## config.mk

```make
export PLATFORM = sky130hd
export DESIGN_NAME = switch_press_counter_flat
export DESIGN_NICKNAME = d
export VERILOG_FILES = /design/src/rtl/switch_press_counter_pkg.sv /design/src/rtl/switch_press_counter_if.sv /design/src/rtl/switch_press_counter_bcd_to_7seg.sv /design/src/rtl/switch_press_counter.sv /design/src/flat_wrapper.sv
export SDC_FILE = /design/constraint.sdc
export NUM_CORES = 1
export LEC_CHECK = 0
export ABC_AREA = 0
export CAP_MARGIN = 20
export CORE_AREA = 3 3 54 56
export CTS_BUF_LIST = sky130_fd_sc_hd__clkbuf_8 sky130_fd_sc_hd__clkbuf_16
export DETAILED_ROUTE_END_ITERATION = 8
export DIE_AREA = 0 0 57 59
export GPL_TIMING_DRIVEN = 0
export PLACE_DENSITY = 0.74
export SETUP_SLACK_MARGIN = 0.2
export SLEW_MARGIN = 20
export SYNTH_ARGS = -nofsm -noshare
export SYNTH_HDL_FRONTEND = slang
export SYNTH_SLANG_ARGS = --single-unit
```

## constraint.sdc

```tcl
create_clock -name i_Clk -period 2.3 [get_ports i_Clk]
set_clock_uncertainty 0.15 [all_clocks]
set_input_delay 0.575 -clock i_Clk [delete_from_list [all_inputs] [get_ports i_Clk]]
set_output_delay 0.575 -clock i_Clk [all_outputs]
set_load 0.1 [all_outputs]
```

## src/rtl/switch_press_counter_pkg.sv

```systemverilog
// Shared types and constants for the switch press counter: FSM states, BCD digit
// type, active-low seven-segment patterns (bit 6 = A ... bit 0 = G) and BCD helpers.
package press_counter_pkg;

    typedef logic [3:0] bcd_t;

    typedef enum logic [1:0] {
        IDLE    = 2'd0,
        PRESSED = 2'd1,
        HELD    = 2'd2
    } state_e;

    typedef struct packed {
        bcd_t tens;
        bcd_t ones;
    } bcd_pair_t;

    localparam bcd_t BCD_MAX = 4'd9;

    localparam logic [6:0] SEG_0     = 7'b0000001;
    localparam logic [6:0] SEG_1     = 7'b1001111;
    localparam logic [6:0] SEG_2     = 7'b0010010;
    localparam logic [6:0] SEG_3     = 7'b0000110;
    localparam logic [6:0] SEG_4     = 7'b1001100;
    localparam logic [6:0] SEG_5     = 7'b0100100;
    localparam logic [6:0] SEG_6     = 7'b0100000;
    localparam logic [6:0] SEG_7     = 7'b0001111;
    localparam logic [6:0] SEG_8     = 7'b0000000;
    localparam logic [6:0] SEG_9     = 7'b0000100;
    localparam logic [6:0] SEG_BLANK = 7'b1111111;

    function automatic logic [6:0] bcd_to_seg(input bcd_t digit);
        logic [6:0] seg;
        case (digit)
            4'd0:    seg = SEG_0;
            4'd1:    seg = SEG_1;
            4'd2:    seg = SEG_2;
            4'd3:    seg = SEG_3;
            4'd4:    seg = SEG_4;
            4'd5:    seg = SEG_5;
            4'd6:    seg = SEG_6;
            4'd7:    seg = SEG_7;
            4'd8:    seg = SEG_8;
            4'd9:    seg = SEG_9;
            default: seg = SEG_BLANK;
        endcase
        return seg;
    endfunction

    // Two-digit decimal increment; 99 rolls over to 00 silently.
    function automatic bcd_pair_t bcd_pair_inc(input bcd_pair_t value);
        bcd_pair_t result;
        result = value;
        if (value.ones == BCD_MAX) begin
            result.ones = '0;
            result.tens = (value.tens == BCD_MAX) ? bcd_t'(0) : value.tens + 4'd1;
        end else begin
            result.ones = value.ones + 4'd1;
        end
        return result;
    endfunction

endpackage

```

## src/rtl/switch_press_counter_if.sv

```systemverilog
// Signal bundle between the press counter and its environment: the debounced
// switch level in, count digits, segment patterns and event pulses out.
interface switch_press_counter_if;
    import press_counter_pkg::*;

    logic       i_Switch;
    bcd_t       o_Count_Ones;
    bcd_t       o_Count_Tens;
    logic [6:0] o_Seg_Ones;
    logic [6:0] o_Seg_Tens;
    logic       o_Count_Pulse;
    logic       o_Clear_Pulse;

    modport master (
        output i_Switch,
        input  o_Count_Ones,
        input  o_Count_Tens,
        input  o_Seg_Ones,
        input  o_Seg_Tens,
        input  o_Count_Pulse,
        input  o_Clear_Pulse
    );

    modport slave (
        input  i_Switch,
        output o_Count_Ones,
        output o_Count_Tens,
        output o_Seg_Ones,
        output o_Seg_Tens,
        output o_Count_Pulse,
        output o_Clear_Pulse
    );

endinterface

```

## src/rtl/switch_press_counter_bcd_to_7seg.sv

```systemverilog
// Registered BCD to active-low seven-segment decode; resets to the "0" pattern,
// codes 10-15 blank the digit.
module bcd_to_7seg
    import press_counter_pkg::*;
(
    input  logic       i_Clk,
    input  logic       i_Rst_L,
    input  bcd_t       i_Digit,
    output logic [6:0] o_Seg
);

    logic [6:0] seg_q;
    logic [6:0] seg_d;

    always_comb begin
        seg_d = bcd_to_seg(i_Digit);
    end

    always_ff @(posedge i_Clk) begin
        if (!i_Rst_L) begin
            seg_q <= SEG_0;
        end else begin
            seg_q <= seg_d;
        end
    end

    assign o_Seg = seg_q;

endmodule

```

## src/rtl/switch_press_counter.sv

```systemverilog
// Counts releases of a debounced switch as 00-99 BCD and drives two segment digits.
// Optional long-press clear is enabled by defining PRESS_COUNTER_HOLD_CLEAR_EN.
module switch_press_counter
    import press_counter_pkg::*;
#(
    parameter int HOLD_CYCLES = 50_000_000
) (
    input  logic                   i_Clk,
    input  logic                   i_Rst_L,
    switch_press_counter_if.slave  bus
);

    if (HOLD_CYCLES < 2) begin : g_hold_check
        $error("HOLD_CYCLES must be at least 2");
    end

    logic      switch_q;
    logic      rise;
    logic      fall;
    state_e    state_q;
    state_e    state_d;
    bcd_pair_t count_q;
    bcd_pair_t count_d;
    logic      count_pulse_q;
    logic      count_pulse_d;

`ifdef PRESS_COUNTER_HOLD_CLEAR_EN
    localparam int              HOLD_W    = $clog2(HOLD_CYCLES);
    localparam logic [HOLD_W-1:0] HOLD_LAST = HOLD_W'(HOLD_CYCLES - 1);

    logic [HOLD_W-1:0] hold_q;
    logic [HOLD_W-1:0] hold_d;
    logic              clear_pulse_q;
    logic              clear_pulse_d;
`endif

    // switch_q starts at 0 after reset, so a switch held through reset is seen as a new press.
    assign rise = bus.i_Switch & ~switch_q;
    assign fall = ~bus.i_Switch & switch_q;

    always_comb begin
        state_d       = state_q;
        count_d       = count_q;
        count_pulse_d = 1'b0;
`ifdef PRESS_COUNTER_HOLD_CLEAR_EN
        hold_d        = hold_q;
        clear_pulse_d = 1'b0;
`endif
        case (state_q)
            IDLE: begin
                if (rise) begin
                    state_d = PRESSED;
`ifdef PRESS_COUNTER_HOLD_CLEAR_EN
                    hold_d  = '0;
`endif
                end
            end
            PRESSED: begin
                // A release on the threshold cycle still counts: fall is tested first.
                if (fall) begin
                    count_d       = bcd_pair_inc(count_q);
                    count_pulse_d = 1'b1;
                    state_d       = IDLE;
                end
`ifdef PRESS_COUNTER_HOLD_CLEAR_EN
                else if (hold_q == HOLD_LAST) begin
                    count_d       = '0;
                    clear_pulse_d = 1'b1;
                    state_d       = HELD;
                end else if (hold_q != '1) begin
                    hold_d = hold_q + 1'b1;
                end
`endif
            end
`ifdef PRESS_COUNTER_HOLD_CLEAR_EN
            HELD: begin
                if (fall) begin
                    state_d = IDLE;
                end
            end
`endif
            default: begin
                state_d = IDLE;
            end
        endcase
    end

    always_ff @(posedge i_Clk) begin
        if (!i_Rst_L) begin
            switch_q      <= 1'b0;
            state_q       <= IDLE;
            count_q       <= '0;
            count_pulse_q <= 1'b0;
        end else begin
            switch_q      <= bus.i_Switch;
            state_q       <= state_d;
            count_q       <= count_d;
            count_pulse_q <= count_pulse_d;
        end
    end

`ifdef PRESS_COUNTER_HOLD_CLEAR_EN
    always_ff @(posedge i_Clk) begin
        if (!i_Rst_L) begin
            hold_q        <= '0;
            clear_pulse_q <= 1'b0;
        end else begin
            hold_q        <= hold_d;
            clear_pulse_q <= clear_pulse_d;
        end
    end

    assign bus.o_Clear_Pulse = clear_pulse_q;
`else
    assign bus.o_Clear_Pulse = 1'b0;
`endif

    assign bus.o_Count_Ones  = count_q.ones;
    assign bus.o_Count_Tens  = count_q.tens;
    assign bus.o_Count_Pulse = count_pulse_q;

    // Index 0 decodes the ones digit, index 1 the tens digit.
    bcd_t       digit_w [2];
    logic [6:0] seg_w   [2];

    assign digit_w[0] = count_q.ones;
    assign digit_w[1] = count_q.tens;

    for (genvar gi = 0; gi < 2; gi++) begin : g_seg
        bcd_to_7seg u_dec (
            .i_Clk   (i_Clk),
            .i_Rst_L (i_Rst_L),
            .i_Digit (digit_w[gi]),
            .o_Seg   (seg_w[gi])
        );
    end

    assign bus.o_Seg_Ones = seg_w[0];
    assign bus.o_Seg_Tens = seg_w[1];

endmodule

```

## src/flat_wrapper.sv

```systemverilog
// flat-port wrapper written by rule: the top's interface ports become plain ports
module switch_press_counter_flat import press_counter_pkg::*;
#(
    parameter int HOLD_CYCLES = 50_000_000
)
  (i_Clk, i_Rst_L, bus_i_Switch, bus_o_Count_Ones, bus_o_Count_Tens, bus_o_Seg_Ones, bus_o_Seg_Tens, bus_o_Count_Pulse, bus_o_Clear_Pulse);
  switch_press_counter_if bus_i ();
  input  logic i_Clk;
  input  logic i_Rst_L;
  input wire logic [$bits(bus_i.i_Switch)-1:0] bus_i_Switch;
  output wire logic [$bits(bus_i.o_Count_Ones)-1:0] bus_o_Count_Ones;
  output wire logic [$bits(bus_i.o_Count_Tens)-1:0] bus_o_Count_Tens;
  output wire logic [$bits(bus_i.o_Seg_Ones)-1:0] bus_o_Seg_Ones;
  output wire logic [$bits(bus_i.o_Seg_Tens)-1:0] bus_o_Seg_Tens;
  output wire logic [$bits(bus_i.o_Count_Pulse)-1:0] bus_o_Count_Pulse;
  output wire logic [$bits(bus_i.o_Clear_Pulse)-1:0] bus_o_Clear_Pulse;
  assign bus_i.i_Switch = bus_i_Switch;
  assign bus_o_Count_Ones = bus_i.o_Count_Ones;
  assign bus_o_Count_Tens = bus_i.o_Count_Tens;
  assign bus_o_Seg_Ones = bus_i.o_Seg_Ones;
  assign bus_o_Seg_Tens = bus_i.o_Seg_Tens;
  assign bus_o_Count_Pulse = bus_i.o_Count_Pulse;
  assign bus_o_Clear_Pulse = bus_i.o_Clear_Pulse;
  switch_press_counter #(.HOLD_CYCLES(HOLD_CYCLES)) u_core (.i_Clk(i_Clk), .i_Rst_L(i_Rst_L), .bus(bus_i));
endmodule
```

==> run summary <==
Status: finished clean
CP startpoint kind: flop
Antenna-violating nets left: 0
Area leader, netlist: dfxtp_1
Pint: 0.5692 mW
Die area: 0.003363 mm^2
Yosys cell types: 40
Top cell type's share of synthesized area: 0.4242
Vias in the first global route: 951
Worst-path clk slew: 0.09 ns
Area growth syn-to-layout: 31.18%
Post-DP HPWL: 1697 um
Gate Count Post-Synth: 134
Slowest stage delay, CP: 0.59 ns
Design area: 0.001548 mm^2
RSZ-0062 raised after global routing: no
Die Y: 59 um
Drt drc: 0
Pre-antenna DRT Iters: 4
Top delay family on crit path: buffers and inverters
Clock Latency Late Sink: 0.26 ns
Root buffer cell: clkbuf_8
Routed len/inst: 12.62 um
# resized after CTS: 69
Critical path data arrival time: 1.28 ns
Combinational share of power: 0.066
Max-slew violation total from the final report: 0
Crit path max fanout: 8
Pwr/cell area: 480.3 mW/mm^2
Post-synth EDFFs: 0
Worst Setup End Kind: output pin
Synthesized net count: 147
Placed Area: 0.001474 mm^2
DRT Wirelength: 2436 um
Most common cell after layout, fill and taps aside: clkdlybuf4s15_2
CTS buffer count: 3
Crit path time final: 2.010 ns
Synth top area cells: dfxtp_1 (42%), ha_1 (11%), a21oi_1 (5.5%), nor2_1 (3.8%), nand2_1 (3.5%)
CTS Buffer Depth: 2
Num rows: 18
Diode count: 0
Fin cells: 193
Gpl congestion: 0.8453
Main flop type after synthesis: dfxtp_1
Die width: 57 um
I/O Buffers: 25
Pleak: 0.5693 nW
CTS tree: built
Final setup viols: 0
Post-Place Worst Slack: -0.0006244 ns
Final period utilization: 0.8737
Worst Path Buf+Inv: 1
Layout cell share with drive strength beyond 1: 0.2209
Vias per std cell: 5.192
Hold/Removal Path Class: flop to flop
Setup ws final: 0.2904 ns
Setup bufs post-CTS: 0
Overflow after GRT: 0
Utilization of the core after routing: 0.6247
CP max stage cell: clkdlybuf4s15_2
Initial antenna violation count: 0
H-tree Lvls: 1
Pin count of the biggest net entering global routing: 14
VDD IR max: 349.5 uV
Via count: 1002
Peak Freq: 497.6 MHz
Most frequent cells in the layout: clkdlybuf4s15_2 (23), dfxtp_1 (20), a21oi_1 (13)
Critical path cell sequence: clkdlybuf4s15_2
Switching Power: 0.1741 mW
Yosys warning total: 0
Syn Area/Cell: 8.805 um^2
CTS sink cnt: 25
Initial core utilization: 0.4763
Seq pwr share: 0.591
Endpoints failing hold: 0
MaxCap Viol Count: 0
First DRT Iteration DRCs: 34
Sequential share of the synthesized area: 0.4242
Final #Nets: 177
Io pins: 27
Post-CTS Hold Buffers: 0
Placed cells: 189
Post-synth ARST share: 0
Sw Ratio: 0.2343
All-layer global routing usage: 0.1595
WP data required: 1.57 ns
Core ar.: 0.002477 mm^2
Setup CP Type: flop to output pin
Worst hold margin: 0.3567 ns
Max-slew headroom: 0.6350
Worst Tran Pin Value: 0.5500 ns
Synth Register Bits: 25
Clock Power Share: 0.343
Global-route wire length before repair: 4291 um
Cell area after synthesis: 0.001180 mm^2
==> layout make-up <==
type	instances	area, um^2
Buffer	7	32.53
Clock buffer	3	41.29
Clock inverter	1	3.754
Fill cell	214	929.6
Inverter	8	30.03
Multi-Input combinational cell	94	616.8
Sequential cell	25	506.7
Tap cell	30	37.54
Timing Repair Buffer	25	279.0
==> metal layers <==
metal	share of wire	up-vias	GRT usage
met5	0	-	0
met4	0.014	0	0.05960
met3	0.033	4	0.02614
met2	0.46	22	0.2610
met1	0.49	461	0.2124
li1	-	515	-
==> power by group through the flow <==
stage	registers (mW)	clock network (mW)	logic, mW
6_report	0.439	0.255	0.0491
5_1_grt	0.440	0.285	0.0520
4_1_cts	0.439	0.259	0.0486
3_5_place_dp	0.450	0	0.0490
3_3_place_gp	0.449	0	0.0484
2_1_floorplan	0.462	0	0.0240
==> synth_stat cells, types with 2 or more instances <==
| cell type | number |
|---|---|
| dfxtp_1 | 25 |
| a21oi_1 | 13 |
| nor2_1 | 12 |
| nand2_1 | 11 |
| ha_1 | 10 |
| o21ai_1 | 8 |
| inv_1 | 6 |
| nand2b_1 | 6 |
| clkbuf_1 | 3 |
| nand3b_1 | 3 |
| buf_2 | 2 |
| inv_2 | 2 |
| mux2i_1 | 2 |
| nand3_1 | 2 |
| o21ai_0 | 2 |
| o221a_1 | 2 |
| xnor2_1 | 2 |
==> path summary, 6_finish.rpt <==
check | start | to | slack (ns) | depth (start not counted)
setup / recovery | u_core.bus.o_Count_Tens[2] | bus_o_Count_Tens[2] | 0.29 | 1
hold / removal | u_core.state_q[0] | u_core.state_q[0] | 0.36 | 2
setup reg to reg | u_core.bus.o_Count_Tens[1] | u_core.bus.o_Count_Tens[1] | 0.46 | 5
hold reg to reg | u_core.state_q[0] | u_core.state_q[0] | 0.36 | 2
==> cells by family after synthesis <==
logic type,after synthesis,synth area share
simple gates,45,0.2036
fa+ha+maj,10,0.1060
mux,3,0.02651
xor+xnor,3,0.02227
compound gates,32,0.1612
buf+inv,15,0.05302
other cells,1,0.003178
flops,25,0.4242
==> metrics by stage <==
stage / total power, mW / TNS, ns
floorplan: 0.4861 / 0
global placement: 0.4976 / 0
detailed placement: 0.4985 / -0.0006244
CTS: 0.7466 / 0
global route: 0.7764 / 0
finish: 0.7433 / 0
==> registers in the layout, indices dropped and copies added, names as in the netlist <==
name,count
u_core.bus.o_Count_Pulse,1
u_core.state_q,1
u_core.bus.o_Count_Tens,4
u_core.switch_q,1
u_core.bus.o_Count_Ones,4
u_core.g_seg.u_dec.o_Seg,14
Note: power is estimated with default switching activity, not from simulation.
